<file path="src/rtl/spiker_pkg.sv">
// Shared types and LFSR helper for the rate-coding spike encoder.
// Optional refractory masking is enabled with SPIKE_ENC_REFRACTORY_EN.
package spiker_pkg;

    typedef enum logic [1:0] {
        IDLE,
        HOLD,
        GEN
    } enc_state_t;

    localparam logic [15:0] LFSR_TAPS = 16'hB400;

    function automatic logic [15:0] lfsr_next(input logic [15:0] s);
        return s[0] ? ((s >> 1) ^ LFSR_TAPS) : (s >> 1);
    endfunction

endpackage

</file>
<file path="src/rtl/spike_lfsr16.sv">
// 16-bit Galois LFSR, advances one step per cycle when adv is high.
module spike_lfsr16
    import spiker_pkg::*;
#(
    parameter logic [15:0] SEED = 16'hACE1
) (
    input  logic        clk,
    input  logic        rst,
    input  logic        adv,
    output logic [15:0] q
);

    always_ff @(posedge clk or posedge rst) begin
        if (rst) begin
            q <= SEED;
        end else if (adv) begin
            q <= lfsr_next(q);
        end
    end

endmodule

</file>
<file path="src/rtl/spike_encoder.sv">
// Rate-coding encoder: one pixel frame in, N_STEPS Bernoulli spike vectors out.
// Define SPIKE_ENC_REFRACTORY_EN to suppress back-to-back spikes per input.
module spike_encoder
    import spiker_pkg::*;
#(
    parameter int          N_INPUTS   = 4,
    parameter int          PIXEL_W    = 8,
    parameter int          N_STEPS    = 10,
    parameter int          STEP_CNT_W = 5,
    parameter logic [15:0] LFSR_SEED  = 16'hACE1
) (
    input  logic                        clk,
    input  logic                        rst,
    input  logic                        pix_valid,
    output logic                        pix_ready,
    input  logic [N_INPUTS*PIXEL_W-1:0] pix_data,
    input  logic                        sample,
    output logic                        sample_ready,
    output logic [N_INPUTS-1:0]         spikes,
    output logic                        frame_done
);

    localparam logic [STEP_CNT_W-1:0] LAST_STEP = STEP_CNT_W'(N_STEPS - 1);
    localparam logic [15:0]           PIX_MASK  = 16'((32'd1 << PIXEL_W) - 1);

    enc_state_t                  state;
    logic [N_INPUTS*PIXEL_W-1:0] pix_q;
    logic [N_INPUTS*PIXEL_W-1:0] src;
    logic [STEP_CNT_W-1:0]       step;
    logic [15:0]                 lfsr_q;
    logic                        load;
    logic                        adv;
    logic [N_INPUTS-1:0]         cmp_vec;
    logic [N_INPUTS-1:0]         gen_vec;

    assign load = (state == IDLE) && pix_valid;
    assign adv  = load || (state == GEN);
    // Vector 0 is drawn in the load cycle, before pix_q holds the frame.
    assign src  = load ? pix_data : pix_q;

    spike_lfsr16 #(
        .SEED(LFSR_SEED)
    ) u_lfsr (
        .clk(clk),
        .rst(rst),
        .adv(adv),
        .q  (lfsr_q)
    );

    for (genvar i = 0; i < N_INPUTS; i++) begin : g_cmp
        localparam int ROT = (3 * i) % 16;
        logic [15:0] rot;
        logic [15:0] pix;
        assign rot        = (lfsr_q << ROT) | (lfsr_q >> ((16 - ROT) % 16));
        assign pix        = 16'(src[i*PIXEL_W +: PIXEL_W]);
        assign cmp_vec[i] = pix > (rot & PIX_MASK);
    end

`ifdef SPIKE_ENC_REFRACTORY_EN
    logic [N_INPUTS-1:0] refr;

    assign gen_vec = load ? cmp_vec : (cmp_vec & ~refr);

    always_ff @(posedge clk or posedge rst) begin
        if (rst) begin
            refr <= '0;
        end else if (adv) begin
            refr <= gen_vec;
        end
    end
`else
    assign gen_vec = cmp_vec;
`endif

    always_ff @(posedge clk or posedge rst) begin
        if (rst) begin
            state        <= IDLE;
            pix_ready    <= 1'b1;
            sample_ready <= 1'b0;
            spikes       <= '0;
            frame_done   <= 1'b0;
            step         <= '0;
            pix_q        <= '0;
        end else begin
            frame_done <= 1'b0;
            unique case (state)
                IDLE: begin
                    if (pix_valid) begin
                        pix_q        <= pix_data;
                        spikes       <= gen_vec;
                        step         <= '0;
                        pix_ready    <= 1'b0;
                        sample_ready <= 1'b1;
                        state        <= HOLD;
                    end
                end
                HOLD: begin
                    if (sample) begin
                        sample_ready <= 1'b0;
                        if (step == LAST_STEP) begin
                            spikes     <= '0;
                            frame_done <= 1'b1;
                            pix_ready  <= 1'b1;
                            state      <= IDLE;
                        end else begin
                            step  <= step + 1'b1;
                            state <= GEN;
                        end
                    end
                end
                GEN: begin
                    spikes       <= gen_vec;
                    sample_ready <= 1'b1;
                    state        <= HOLD;
                end
                default: state <= IDLE;
            endcase
        end
    end

endmodule
</file>
<file path="config.mk">
export PLATFORM = sky130hd
export DESIGN_NAME = spike_encoder
export DESIGN_NICKNAME = d
export VERILOG_FILES = /design/src/rtl/spiker_pkg.sv /design/src/rtl/spike_lfsr16.sv /design/src/rtl/spike_encoder.sv
export SDC_FILE = /design/constraint.sdc
export NUM_CORES = 1
export LEC_CHECK = 0
export ABC_AREA = 1
export CELL_PAD_IN_SITES_DETAIL_PLACEMENT = 1
export CELL_PAD_IN_SITES_GLOBAL_PLACEMENT = 1
export CORE_AREA = 2 2 110 112
export CTS_CLUSTER_SIZE = 12
export DETAILED_ROUTE_END_ITERATION = 8
export DIE_AREA = 0 0 112 114
export PLACE_DENSITY = 0.66
export SYNTH_ARGS = -nofsm -noshare
export SYNTH_HDL_FRONTEND = slang
export SYNTH_HIERARCHICAL = 1
export SYNTH_SLANG_ARGS = --single-unit
</file>
<file path="constraint.sdc">
create_clock -name clk -period 5.15 [get_ports clk]
set_clock_uncertainty 0.1 [all_clocks]
set_input_delay 1.2875 -clock clk [delete_from_list [all_inputs] [get_ports clk]]
set_output_delay 1.2875 -clock clk [all_outputs]
set_load 0.01 [all_outputs]
</file>
==> summary.md <==
| Metric | Value |
|---|---|
| Die width | 112 µm |
| Final weighted congestion in routability-driven placement | 0.762 |
| Routed vias | 2727 |
| DP HPWL | 5.78 mm |
| Share of the synthesized area in compound gates (AO/OA/AOI/OAI) | 5.27% |
| Number of endpoints failing setup at the final stage | 0 |
| Wire length per cell | 13.5 µm |
| Number of DRC violations after detailed-routing iteration 0 | 101 |
| Number of max-slew violations in the final report | 0 |
| Total global routing track utilization | 14.0% |
| Syn Area/Cell | 9.92 µm² |
| Power density over cell area | 638 nW/µm² |
| Top FF cell, synth | dfrtp_1 |
| Required time at the worst-slack endpoint | 5.26 ns |
| Top achievable clock speed | 0.273 GHz |
| Via count of the first global-routing pass | 3008 |
| Distinct cell type count after synthesis | 23 |
| Static Leak | 2.42 nW |
| Clock tree root buffer cell | clkbuf_16 |
| Largest net degree at the start of global routing | 65 |
| Post-Synth XOR/XNOR Area | 0.667% |
| Number of instances in the synthesized netlist | 397 |
| Type of element launching the critical path | input pin |
| Largest family of logic cells by synthesized area | multiplexers |
| CTS H-tree lvls | 3 |
| RSZ-0062 raised after global routing | false |
| Nets | 512 |
| Crit Path Max Fanout | 64 |
| Dominant cell by count in the synthesized netlist | nand2_1 |
| Per-cell via count in the routed design | 4.59 |
| IR drop worst, VDD | 407 µV |
| Async SR Flop Fraction | 100% |
| Initial Util | 33.6% |
| Post-synth EDFFs | 0 |
| HP Class | flip-flop to flip-flop |
| IO Pins | 43 |
| Final Cell Area | 4760 µm² |
| Sequential share of the synthesized area | 39.7% |
| Slowest cell on crit path | nand2_4 |
| Wire length of the first global-routing pass | 14.4 mm |
| Clock tree buffer depth | 2 |
| Max-cap violations | 0 |
| Adder-cell area share of the yosys netlist | 10.8% |
| Clock-pin slew on the worst setup and hold paths | 0.05 ns |
| Top cells by count, synth | nand2_1, inv_1, dfrtp_1 |
| Fin cells | 594 |
| TritonCTS Sinks | 62 |
| Die H | 114 µm |
| Standard cell area after detailed placement | 4440 µm² |
| Cell family with the largest share of critical-path delay | simple AND/OR/NAND/NOR gates |
| Antenna violations before repair | 0 |
| Total of buffers placed on input and output ports | 42 |
| 1st-pass router iterations | 4 |
| Number of placed instances, taps included | 578 |
| Die footprint | 12800 µm² |
| Hold-fix buffer count after cts | 0 |
| # DRC | 0 |
| Most used cell along the critical path | nand2_1 |
| Net Count, Synth | 467 |
| Number of antenna diodes | 0 |
| Final-report hold violation count | 0 |
| Largest incremental delay on the critical path | 0.55 ns |
| Relative area change from synthesis to final layout | 20.9% |
| Number of buffers created by CTS | 9 |
| Setup slack at placement | 1.15 ns |
| Design Power | 3.04 mW |
| Tightest Pin Transition | 1.09 ns |
| Number of flip-flops and latches in the synthesized netlist | 62 |
| Total Routed Length | 8.05 mm |
| Final-layout setup total negative slack | 0 ns |
| Number of buffers and inverters on the critical path | 2 |
| Cell accounting for the most synthesized area | dfrtp_1 |
| Clock tree from TritonCTS | done |
| Dominant cells by area after synthesis | dfrtp_1, mux2_4, ha_1 |
| Fillcell total | 1340 |
| Proportion of synthesized area in mux cells | 21.2% |
| Post-CTS setup repair buffer count | 0 |
| Minimum clock period after layout | 3.66 ns |
| Layout cell share with drive strength beyond 1 | 20.1% |
| Yosys warns | 6 |
| Capturing element type of the critical path | flip-flop |
| Insertion delay of the later-clocked pin in the worst-skew pair | 0.33 ns |
| Post-Synth Simple-Gate Area | 14.1% |
| Cell Area, Synth | 3940 µm² |
| Fin worst setup slack | 1.49 ns |
| Run status | finished clean |
| GRT Residual Overflow | 0 |
| ANT nets after route | 0 |
| Setup CP Type | input pin to flip-flop |
| Top cell type's share of synthesized area | 33.7% |
| Cts repair resizes | 0 |
| Number of rows in the core area | 40 |
| CORE AREA | 11700 µm² |
| Period utilization | 71.0% |
| List of cells traversed by the critical path | clkdlybuf4s50_1 -> nand2_4 -> mux2_4 -> ha_1 -> nand2_1 -> inv_1 -> nand2_1 -> nand2_1 -> nand2_1 -> nand2_1 -> nand2_1 -> nand2_1 |
| Relative slew slack | 27.3% |
| Data arrival time at the worst-slack endpoint | 3.77 ns |
## cell type report
type                       instances  area, µm²  area share [%]
timing repair buffer              43        428            8.99
sequential                        62       1560            32.8
inverter                          57        219            4.60
clock inverter                     4       70.1            1.47
tap                              147        184            3.86
multi-input combinational        269       2050            43.1
clock buffer                      12        246            5.18
## layer usage
metal | global-route usage, % | part of all wire [%] | vias to the layer above
met5 | 0 | 0 | -
met2 | 23.8 | 48 | 32
met3 | 3.29 | 2.6 | 8
met4 | 3.66 | 1.1 | 0
met1 | 18.1 | 49 | 1321
li1 | - | - | 1366
## registers in the layout (all words and copies together), names as in the netlist
register,flops
pix_q,32
u_lfsr/q,16
step,5
spikes,4
state,2
frame_done,1
pix_ready,1
sample_ready,1
## per-stage QoR
stage	hold WS, ns	util [%]
6_report	0.389	40.6
5_1_grt	0.410	40.6
4_1_cts	0.389	40.6
3_5_place_dp	0.381	37.9
3_3_place_gp	0.377	37.9
2_1_floorplan	0.357	-
## worst reg2reg max path: cells and delay by family (launching register included)
kind                     cells  cell delay, ns
adder cells (fa/ha/maj)      1            0.30
buffers and inverters        1            0.04
flip-flops                   1            0.48
multiplexers                 1            0.61
AND/OR/NAND/NOR              9            1.16
## placed cells by master, fill, tap and decap left out, drive strengths merged
master         count
mux2i              1
clkdlybuf4s50     42
bufinv             2
nand2            111
o21a               4
nor2              18
mux2              56
dfrtp             53
ha                34
inv               57
xor2               3
clkbuf            12
a21oi             14
nand3              8
clkinv             2
dfstp              9
buf                1
o21ai             20
## power breakdown
group / internal, mW / switching (mW)
Combinational: 0.787 / 0.734
Sequential: 0.724 / 0.143
Clock: 0.435 / 0.215
## final timing paths
kind	cells past startpoint	slack [ns]	start	end
worst max-delay path	12	1.49	pix_valid	spikes[3]$_DFFE_PP0P_
worst min-delay path	2	0.39	u_lfsr/q[15]$_DFFE_PP1P_	u_lfsr/q[15]$_DFFE_PP1P_
worst max register to register	12	2.38	state[1]$_DFFE_PP0P_	spikes[3]$_DFFE_PP0P_
worst min register to register	2	0.39	u_lfsr/q[15]$_DFFE_PP1P_	u_lfsr/q[15]$_DFFE_PP1P_
max in group asynchronous	2	2.85	rst	pix_q[9]$_DFFE_PP0N_
min in group asynchronous	2	1.31	rst	u_lfsr/q[2]$_DFFE_PP0P_
## cell families (layout without fill, tap and decap cells)
group,count (synthesis),in the layout
compound gates,38,38
xor+xnor,3,3
fa+ha+maj,34,34
buf+inv,66,116
flops,62,62
mux,57,57
simple gates,137,137
Power figures use the tool's default switching activity.
